File: config.mk
export PLATFORM = sky130hd
export DESIGN_NAME = data_memory_arbiter
export DESIGN_NICKNAME = d
export VERILOG_FILES = /design/src/rtl/data_memory_arbiter_pkg.sv /design/src/rtl/rr_arbiter2.sv /design/src/rtl/data_memory_arbiter.sv
export SDC_FILE = /design/constraint.sdc
export NUM_CORES = 1
export LEC_CHECK = 0
export ABC_AREA = 1
export CAP_MARGIN = 25
export CORE_MARGIN = 5
export CORE_UTILIZATION = 40
export CTS_CLUSTER_DIAMETER = 60
export DETAILED_ROUTE_END_ITERATION = 10
export PLACE_DENSITY = 0.76
export SETUP_SLACK_MARGIN = 0.3
export SKIP_CTS_REPAIR_TIMING = 1
export SYNTH_ARGS = -nofsm -noshare
export SYNTH_HDL_FRONTEND = slang
export SYNTH_HIERARCHICAL = 1
export SYNTH_SLANG_ARGS = --single-unit
File: constraint.sdc
create_clock -name clk -period 3.2 [get_ports clk]
set_input_delay 0.64 -clock clk [delete_from_list [all_inputs] [get_ports clk]]
set_output_delay 0.64 -clock clk [all_outputs]
set_load 0.05 [all_outputs]
File: src/rtl/data_memory_arbiter_pkg.sv
// Shared types and constants for the data-memory arbiter.
// Imported by the top and by the two-way picker.
package dmem_pkg;

    localparam int ADDR_W = 5;
    localparam int DATA_W = 16;

    typedef enum logic {
        IDLE   = 1'b0,
        ACCESS = 1'b1
    } state_e;

    localparam logic PORT0 = 1'b0;
    localparam logic PORT1 = 1'b1;

endpackage

File: src/rtl/rr_arbiter2.sv
// Combinational two-way picker producing a one-hot grant.
// Round-robin against last_served, or strict port-0 priority when FIXED_PRIO=1.
module rr_arbiter2 #(
    parameter bit FIXED_PRIO = 1'b0
) (
    input  logic       req0,
    input  logic       req1,
    input  logic       last_served,
    output logic [1:0] gnt
);
    import dmem_pkg::*;

    always_comb begin
        // NOTE: every output of a combinational block gets a default first so no latch is inferred.
        gnt = 2'b00;
        if (req0 && req1) begin
            if (FIXED_PRIO || (last_served == PORT1)) gnt = 2'b01;
            else                                      gnt = 2'b10;
        end else begin
            gnt = {req1, req0};
        end
    end

endmodule

File: src/rtl/data_memory_arbiter.sv
// Two-requester arbiter/sequencer for the single-port data memory.
// Each access takes one IDLE grant cycle plus one ACCESS cycle; ack follows ACCESS.
module data_memory_arbiter #(
    parameter int ADDR_W     = dmem_pkg::ADDR_W,
    parameter int DATA_W     = dmem_pkg::DATA_W,
    parameter bit FIXED_PRIO = 1'b0
) (
    input  logic              clk,
    input  logic              rst_n,
    input  logic              req0,
    input  logic              req1,
    input  logic              we0,
    input  logic              we1,
    input  logic [ADDR_W-1:0] addr0,
    input  logic [ADDR_W-1:0] addr1,
    input  logic [DATA_W-1:0] wdata0,
    input  logic [DATA_W-1:0] wdata1,
    output logic              gnt0,
    output logic              gnt1,
    output logic              ack0,
    output logic              ack1,
    output logic [DATA_W-1:0] rdata0,
    output logic [DATA_W-1:0] rdata1,
    output logic [ADDR_W-1:0] mem_addr,
    output logic [DATA_W-1:0] mem_d_in,
    output logic              mem_wr,
    input  logic [DATA_W-1:0] mem_d_out,
    output logic              busy
);
    import dmem_pkg::*;

    state_e            state_q, state_d;
    logic              last_served_q, last_served_d;
    logic              owner_q, owner_d;
    logic              mem_wr_q, mem_wr_d;
    logic [ADDR_W-1:0] mem_addr_q, mem_addr_d;
    logic [DATA_W-1:0] mem_d_in_q, mem_d_in_d;
    logic              gnt0_q, gnt0_d, gnt1_q, gnt1_d;
    logic              ack0_q, ack0_d, ack1_q, ack1_d;
    logic [DATA_W-1:0] rdata0_q, rdata0_d, rdata1_q, rdata1_d;
    logic [1:0]        pick;

    rr_arbiter2 #(.FIXED_PRIO(FIXED_PRIO)) u_pick (
        .req0        (req0),
        .req1        (req1),
        .last_served (last_served_q),
        .gnt         (pick)
    );

    always_comb begin
        state_d       = state_q;
        last_served_d = last_served_q;
        owner_d       = owner_q;
        mem_addr_d    = mem_addr_q;
        mem_d_in_d    = mem_d_in_q;
        rdata0_d      = rdata0_q;
        rdata1_d      = rdata1_q;
        mem_wr_d      = 1'b0;
        gnt0_d        = 1'b0;
        gnt1_d        = 1'b0;
        ack0_d        = 1'b0;
        ack1_d        = 1'b0;

        unique case (state_q)
            IDLE: begin
                if (pick != 2'b00) begin
                    state_d       = ACCESS;
                    owner_d       = pick[1] ? PORT1 : PORT0;
                    last_served_d = pick[1] ? PORT1 : PORT0;
                    mem_wr_d      = pick[1] ? we1    : we0;
                    mem_addr_d    = pick[1] ? addr1  : addr0;
                    mem_d_in_d    = pick[1] ? wdata1 : wdata0;
                    gnt0_d        = pick[0];
                    gnt1_d        = pick[1];
                end
            end
            ACCESS: begin
                // mem_wr_q still carries the latched we here; it clears on the way out.
                state_d = IDLE;
                if (owner_q == PORT1) begin
                    ack1_d = 1'b1;
                    if (!mem_wr_q) rdata1_d = mem_d_out;
                end else begin
                    ack0_d = 1'b1;
                    if (!mem_wr_q) rdata0_d = mem_d_out;
                end
            end
            default: state_d = IDLE;
        endcase
    end

    // NOTE: sequential state uses non-blocking assignments so every flop samples pre-edge values.
    always_ff @(posedge clk or negedge rst_n) begin
        if (!rst_n) begin
            state_q       <= IDLE;
            last_served_q <= PORT1;
            owner_q       <= PORT0;
            mem_wr_q      <= 1'b0;
            mem_addr_q    <= '0;
            mem_d_in_q    <= '0;
            gnt0_q        <= 1'b0;
            gnt1_q        <= 1'b0;
            ack0_q        <= 1'b0;
            ack1_q        <= 1'b0;
            rdata0_q      <= '0;
            rdata1_q      <= '0;
        end else begin
            state_q       <= state_d;
            last_served_q <= last_served_d;
            owner_q       <= owner_d;
            mem_wr_q      <= mem_wr_d;
            mem_addr_q    <= mem_addr_d;
            mem_d_in_q    <= mem_d_in_d;
            gnt0_q        <= gnt0_d;
            gnt1_q        <= gnt1_d;
            ack0_q        <= ack0_d;
            ack1_q        <= ack1_d;
            rdata0_q      <= rdata0_d;
            rdata1_q      <= rdata1_d;
        end
    end

    assign gnt0     = gnt0_q;
    assign gnt1     = gnt1_q;
    assign ack0     = ack0_q;
    assign ack1     = ack1_q;
    assign rdata0   = rdata0_q;
    assign rdata1   = rdata1_q;
    assign mem_addr = mem_addr_q;
    assign mem_d_in = mem_d_in_q;
    assign mem_wr   = mem_wr_q;
    assign busy     = (state_q == ACCESS);

endmodule

==> results summary, run 1 <==
The run finished with clean final reports. Adding up every negative setup slack in the final design gives 0 ns. The largest net degree at the start of global routing is 40. The number of max-cap violations came out at 0.

The worst-case setup margin in the final layout is 0.987 ns. Traced cell by cell, the critical path runs through clkdlybuf4s50_1. Summed over all layers, the global routing overflow is 0. The global-route wire length before repair came out at 12300 um. For this design the top-level I/O count stands at 123. The sequential fraction of the synthesis area came out at 57.6%. The antenna cell count is 0.

The horizontal die dimension came out at 91.5 um. Counting along the longest clock path gives a buffer depth of 2. The net count reported at finish came out at 509.

The fraction of registers with async set or reset after synthesis is 100%. The core region is 6390 um2. For this run, global-route usage on met1 was measured as between 20% and 30%. The number of vias per cell after detailed routing is 4.83. The via count of the first global-routing pass came out at 2478.

In this run, the number of DRC markers left after iteration 0 of detailed routing was 90. Broken down by cell family, the worst path's largest delay share belongs to buffers and inverters. The post-synthesis average cell area is 8.12 um2. The final count of pins violating max slew came out at 0. The total clock buffers created by CTS is 9.

The worst relative slew slack is a little over three fifths. The number of placed instances, taps included is 511. The via count came out at 2548. The most used flip-flop cell after synthesis is sky130_fd_sc_hd__dfrtp_1. Cells with a size suffix above 1 make up approximately 7% of the layout. From bottom edge to top edge, the die measures between 90 and 100 um. The most heavily used metal layer in global routing is met2. The routed design has 7290 um of wire. The total routing resource utilization after global routing came out at 17.9%. The number of warnings reported in the yosys synthesis log came out at 6. The number of hold violations in the final report came out at 0.

The mapped cell area is 2650 um2. The number of enable flip-flop cells after synthesis came out at 0. The time the final worst path needs with I/O delays and setup is 2.21 ns. The area growth from synthesis to layout is 54.5%. The met3 usage in global routing is 4.88%. The synthesized design contains 61 register bits. Counting instances in the post-synthesis netlist gives the leading cell types as sky130_fd_sc_hd__nand2_1 (178), sky130_fd_sc_hd__dfrtp_1 (60), sky130_fd_sc_hd__nand3_1 (54), sky130_fd_sc_hd__buf_2 (9), sky130_fd_sc_hd__inv_2 (6). The number of setup violations in the final report is 0. The worst hold path belongs to the class in -> async. In the routed design, unresolved DRC markers number 0. The met2 usage in global routing came out at 27.9%. The worst setup path is captured at an output pin.

The worst setup path is launched from a flip-flop. The delay of the slowest cell on the worst path came out at 0.84 ns. The arrival time of the worst setup path came out at ~1.6 ns. The estimated wirelength of the detail-placed design came out at 5350 um. The overall power of the completed layout came out at 4.78 mW.

The maximum vdd ir drop is about 0.76 mV. The worst hold slack across all endpoints came out at 0.265 ns. The worst setup slack before clock tree synthesis came out at approximately 0.75 ns. The number of distinct library cell variants in the gate-level netlist after synthesis came out at 15. The count of buffers inserted at the top-level ports is between 100 and 150. The number of antenna violations at the first check in global routing is 0. The critical setup path kind is reg -> out.

The detail route stage leaves a number of antenna-violating nets equal to 0. The top cell type by area accounts for roughly 57% of the synthesized area. The CTS tree is yes. The detail-routed net length per standard cell came out at 13.8 um.

The number of instances in the synthesized netlist is 327. The initial cell density of the core came out at between 40% and 50%. For this design the ratio of total power to cell area is 1170 nW/um2. The placed instances occupy a cell area of about 3900 um2. The critical path required time is 2.56 ns. The post-route fraction of the period consumed by the critical path is 69.2%.

Routability-driven placement finished with a final weighted congestion of 0.812. The number of clock sinks came out at 61. The die covers ~8400 um2.

In this run the worst path has a maximum fanout of 4. By instance count, the leading cell after synthesis is sky130_fd_sc_hd__nand2_1. CTS placed an instance of sky130_fd_sc_hd__clkbuf_8 at the clock tree root.

The final design area excluding fillers came out at 4100 um2. Cells fill 64.2% of the core in the end. The number of placement rows is 29.

By area the synthesized netlist is led by sky130_fd_sc_hd__dfrtp_1 (57%), sky130_fd_sc_hd__nand2_1 (25%), sky130_fd_sc_hd__nand3_1 (10%). The fmax came out at between 0.4 and 0.5 GHz. The count of H-tree levels built during CTS came out at 3.

The insertion delay to the later sink of the worst-skew pair came out at between 0.3 and 0.4 ns. Once layout is complete, the cells apart from fillers number 527. The static power due to leakage came out at 2.06 nW. The slew at the pin closest to its max-slew limit is 0.556 ns. The leading area contributor after synthesis is sky130_fd_sc_hd__dfrtp_1.

The slowest library cell on the worst path is sky130_fd_sc_hd__clkdlybuf4s50_1. Counting both buffers and inverters, the worst setup path holds a total of 1. For this run, the detailed router's first-pass iteration total came to 4.

Setup repair after global routing left no endpoint under its margin. The number of nets in the synthesized netlist came out at about 400. The clock slew at the register clock pins of the worst setup and hold paths is 0.07 ns.

The final clock skew is 0.0102 ns.
-- metal layers --
layer  part of all wire (%)  up-vias
met5                      0        -
met4                    1.8        0
met3                    8.9       14
met2                     45      100
met1                     44     1175
li1                       -     1259
-- worst paths after layout --
path                                            from                   endpoint  cells past startpoint  slack (ns)
min in group clk               rdata1[7]$_DFFE_PN0P_      rdata1[7]$_DFFE_PN0P_                      2        0.47
min                                            rst_n      rdata0[2]$_DFFE_PN0P_                      1        0.27
max in group asynchronous                      rst_n  last_served_q$_DFFE_PN1P_                      2        2.04
min reg2reg                    rdata1[7]$_DFFE_PN0P_      rdata1[7]$_DFFE_PN0P_                      2        0.47
max reg2reg                last_served_q$_DFFE_PN1P_    mem_d_in[4]$_DFFE_PN0P_                      6        1.45
max                                   busy$_DFF_PN0_                       busy                      1        0.99
-- cell usage in the layout (no fill, tap or decap) --
cell,count
sky130_fd_sc_hd__nand2_1,178
sky130_fd_sc_hd__clkdlybuf4s50_1,121
sky130_fd_sc_hd__dfrtp_1,60
sky130_fd_sc_hd__nand3_1,54
sky130_fd_sc_hd__clkbuf_8,12
sky130_fd_sc_hd__inv_2,6
sky130_fd_sc_hd__nand2_2,4
sky130_fd_sc_hd__inv_1,3
sky130_fd_sc_hd__buf_4,2
sky130_fd_sc_hd__nor2_4,1
sky130_fd_sc_hd__nand3_2,1
sky130_fd_sc_hd__o21ai_0,1
sky130_fd_sc_hd__clkinvlp_4,1
sky130_fd_sc_hd__clkbuf_1,1
sky130_fd_sc_hd__bufinv_16,1
sky130_fd_sc_hd__clkinv_2,1
sky130_fd_sc_hd__buf_2,1
sky130_fd_sc_hd__dfstp_2,1
sky130_fd_sc_hd__a21oi_2,1
-- worst register-to-register path, cell delays in order (launching register included) --
cell	delay, ns
sky130_fd_sc_hd__dfstp_2	0.55
sky130_fd_sc_hd__nand3_1	0.08
sky130_fd_sc_hd__nand2_1	0.10
sky130_fd_sc_hd__nand2_2	0.31
sky130_fd_sc_hd__nand2_2	0.46
sky130_fd_sc_hd__nand2_1	0.12
sky130_fd_sc_hd__nand2_1	0.07
-- state kept, by name (all words and copies together) (netlist names) --
register / count
mem_d_in: 16
rdata0: 16
rdata1: 16
mem_addr: 5
ack0: 1
ack1: 1
busy: 1
gnt0: 1
gnt1: 1
last_served_q: 1
mem_wr: 1
owner_q: 1
-- layout make-up --
| cell class | instances | area, um2 |
|---|---|---|
| fill | 560 | 2290 |
| sequential | 61 | 1530 |
| timing repair buffer | 124 | 1230 |
| multi-input combinational | 240 | 998 |
| clock buffer | 13 | 169 |
| tap | 77 | 96.3 |
| clock inverter | 3 | 42.5 |
| inverter | 9 | 33.8 |
-- kinds of logic (layout without fill, tap and decap cells) --
logic type             count (synthesis)  count (layout)  share of synthesized area [%]
AO/OA/AOI/OAI                          2               2                          0.377
buffers and inverters                 26             149                           4.95
flip-flops                            61              61                           57.6
AND/OR/NAND/NOR                      238             238                           37.1
-- power by group --
part	total (mW)	leakage, nW	switching [mW]	internal [mW]
Combinational	2.74	1.20	1.88	0.854
Clock	0.711	0.106	0.288	0.423
Sequential	1.34	0.754	0.202	1.14
No activity file was read; power rests on OpenSTA's default activity.
==> run 2: changes to the inputs <==
Clock period 3.2 ns to 2.3 ns, I/O delays scaled along.
==> run 2 against run 1 <==
  * Combinational power rose by 39%
  * Global-route usage barely moved
  * Sequential share of layout area fell by 1.3 points
  * Final area rose by 3.5%
  * Sequential power rose by 40%
  * Register-to-register slack got worse by 0.67 ns
  * Clock skew fell by 0.0047 ns
  * Highest routed layer unchanged
==> results summary, run 2 (same netlist as run 1, synthesis figures left out) <==
The number of hold violations in the final report is 0 (unchanged). The slack of the worst reg-to-reg path came to 0.78 ns (-0.67 ns). The number of filler instances in the final layout came out at 537 (-4.1%).

The critical path goes through clkdlybuf4s50_1. The die footprint is 8360 um2 (unchanged). The worst hold slack across all endpoints is 0.127 ns (-0.138 ns). The met3 usage in global routing came out at 5.04% (+0.17 points).

The launch instance of the worst register-to-register path is last_served_q$_DFFE_PN1P_. The maximum vdd ir drop came out at 1.15 mV (+52%). The DRC marker count from the first detailed-route iteration is 95 (+5.6%).

Static timing analysis puts the maximum clock frequency at 0.508 GHz. The final count of pins violating max slew was 0 (unchanged). The slew at the pin closest to its max-slew limit is 0.597 ns (+0.0418 ns). The number of max-cap violations is 0 (unchanged). The last element of the critical path is mem_d_in[9]. The clock slew at the register clock pins of the worst setup and hold paths is 0.07 ns (about the same).

The worst-case clock buffer depth was 2 (unchanged). The number of routed nets with antenna violations is 0 (unchanged). The area of placed instances came to 3920 um2 (+0.90%). The layout cell share with drive strength beyond 1 is 7.95% (+0.84 points). The count of H-tree levels built during CTS came out at 3 (unchanged). The final design area excluding fillers came out at 4240 um2 (+3.5%). The boundary pin count is 123 (unchanged).

In this design, the largest share of critical-path delay is due to buffers and inverters. The area growth from synthesis to layout came out at 59.9%. The depth of the worst register-to-register path was 6 (unchanged).

The worst setup slack before clock tree synthesis is 0.301 ns (-0.450 ns). The final clock skew is 0.00552 ns (-0.00471 ns). The die extent in y is 91.5 um (unchanged). After layout, the worst path uses 85.5% of the clock period. The routed wire length is 7500 um (+2.9%). The path category of the worst min-delay check is in -> async.

The met1 demand-to-capacity share in global routing was 22.9% (-0.60 points). The global-route wire length before repair is 12200 um (-0.51%). The delay of the slowest cell on the worst path came to 0.82 ns (-0.02 ns). The critical-path maximum fanout is 2 (-2). The arrival time of the worst setup path was 1.51 ns (-0.06 ns). The logic depth of the worst path, buffers included came out at 1 (unchanged). The layer flagged by global routing as most heavily used is met2. The type of element launching the critical path is a flip-flop. The core area is 6390 um2 (unchanged). The summed negative setup slack over all endpoints is 0 ns (unchanged). The length of the first detailed-routing pass in iterations came to 4 (unchanged). The residual overflow from global routing is 0 (unchanged). The flow ran to the end, and the final reports show no timing, DRC or antenna violations. Leaving out fill and tap cells, the most frequent cell in the layout is sky130_fd_sc_hd__nand2_1. The buffer cell driving the clock tree root is sky130_fd_sc_hd__clkbuf_8. The number of clock sinks came to 61 (unchanged). The static power due to leakage came out at 2.44 nW (+18%). The total clock buffers created by CTS came out at 9 (unchanged).

The number of setup violations in the final report is 0 (unchanged). The total buffers and inverters traversed by the critical path is 1 (unchanged). The worst-case setup margin in the final layout came to 0.333 ns (-0.654 ns). The slowest library cell on the worst path is sky130_fd_sc_hd__clkdlybuf4s50_1. The total routing resource utilization after global routing came out at 17.9% (about the same). The detail-routed net length per standard cell is 14.2 um (+2.3%). The horizontal die dimension came out at 91.5 um (unchanged). The via count of the first global-routing pass came out at 2512 (+1.4%). The critical path startpoint is mem_d_in[9]$_DFFE_PN0P_. The estimated wirelength of the detail-placed design came to 5530 um (+3.3%).

The number of placement rows is 29 (unchanged). The insertion delay to the later sink of the worst-skew pair is 0.34 ns (about the same). The net count reported at finish was 512 (+0.59%). The clock period could shrink to between 1.5 and 2 ns.

The power per cell area came out at 1610 nW/um2 (+38%). The number of vias per cell after detailed routing is 4.83 (-0.18%). The critical path required time came to 1.84 ns (-0.72 ns). The count of buffers inserted at the top-level ports came out at 122 (unchanged). The worst setup path is of the reg -> out kind.

The via count was 2558 (+0.39%). STA classifies the critical path endpoint as an output pin. The met2 usage in global routing came out at 27.9% (+0.060 points).

The critical register-to-register path endpoint is mem_d_in[4]$_DFFE_PN0P_. Leaving out fill and tap cells, the most frequent cells in the layout are sky130_fd_sc_hd__nand2_1 (178), sky130_fd_sc_hd__clkdlybuf4s50_1 (92), sky130_fd_sc_hd__dfrtp_1 (60), sky130_fd_sc_hd__nand3_1 (54), sky130_fd_sc_hd__dlymetal6s2s_1 (29). The initial cell density of the core came out at 41.6% (unchanged). Setup repair after global routing left no endpoint under its margin. TritonCTS built the clock tree. The number of antenna violations at the first check in global routing is 0 (unchanged). The final weighted congestion in routability-driven placement came out at 0.803 (-1.1%). The largest net degree at the start of global routing is 36 (-10%). The antenna cell count came out at 0 (unchanged). The post-route DRC violation count is 0 (unchanged). The worst relative slew slack came out at 60.2% (-2.7 points).
run 2: cell types whose count changed in the layout (fill, tap and decap cells not counted):
cell | previous run | this run
sky130_fd_sc_hd__clkbuf_1 | 1 | 0
sky130_fd_sc_hd__buf_4 | 2 | 4
sky130_fd_sc_hd__clkinvlp_4 | 1 | 2
sky130_fd_sc_hd__clkbuf_8 | 12 | 10
sky130_fd_sc_hd__bufinv_16 | 1 | 3
sky130_fd_sc_hd__dlymetal6s2s_1 | 0 | 29
sky130_fd_sc_hd__clkdlybuf4s50_1 | 121 | 92
sky130_fd_sc_hd__buf_12 | 0 | 1
run 2: worst min path at each step:
| stage | from | endpoint | slack (ns) | depth (start not counted) |
|---|---|---|---|---|
| after floorplan | rst_n | ack0$_DFF_PN0_ | 0.16 | 0 |
| after global placement | rdata1[10]$_DFFE_PN0P_ | rdata1[10]$_DFFE_PN0P_ | 0.45 | 2 |
| after detailed placement | rdata1[8]$_DFFE_PN0P_ | rdata1[8]$_DFFE_PN0P_ | 0.46 | 2 |
| after CTS | rst_n | rdata0[2]$_DFFE_PN0P_ | 0.13 | 1 |
| after global routing | rst_n | rdata0[2]$_DFFE_PN0P_ | 0.16 | 1 |
| final | rst_n | rdata0[2]$_DFFE_PN0P_ | 0.13 | 1 |
run 2: final cells by class:
type | instances | area [um2] | area share [%]
multi-input cells | 240 | 998 | 23.5
repair buffers | 127 | 1340 | 31.6
clock buffers | 10 | 138 | 3.24
well taps | 77 | 96.3 | 2.27
clock inverters | 6 | 110 | 2.60
flip-flops and latches | 61 | 1530 | 36.0
inverters | 9 | 33.8 | 0.796
run 2: where the power goes:
part           switching [mW]  total [mW]  internal (mW)
logic                    2.63        3.81           1.18
clock network           0.427        1.17          0.747
registers               0.286        1.87           1.58
total                    3.34        6.85           3.51
run 2: routing by layer:
layer,share of wire [%],vias up
li1,-,1265
met1,44,1177
met2,46,100
met3,7.5,16
met4,2.3,0
met5,0,-
run 2: metrics by stage:
| step | instances | power [mW] | util, % |
|---|---|---|---|
| after detailed placement | 514 | 5.74 | 61.4 |
| after global routing | 530 | 7.21 | 66.4 |
| after floorplan | 327 | 4.40 | - |
| after global placement | 514 | 5.67 | 61.4 |
| final | 530 | 6.85 | 66.4 |
| after CTS | 530 | 6.94 | 65.3 |
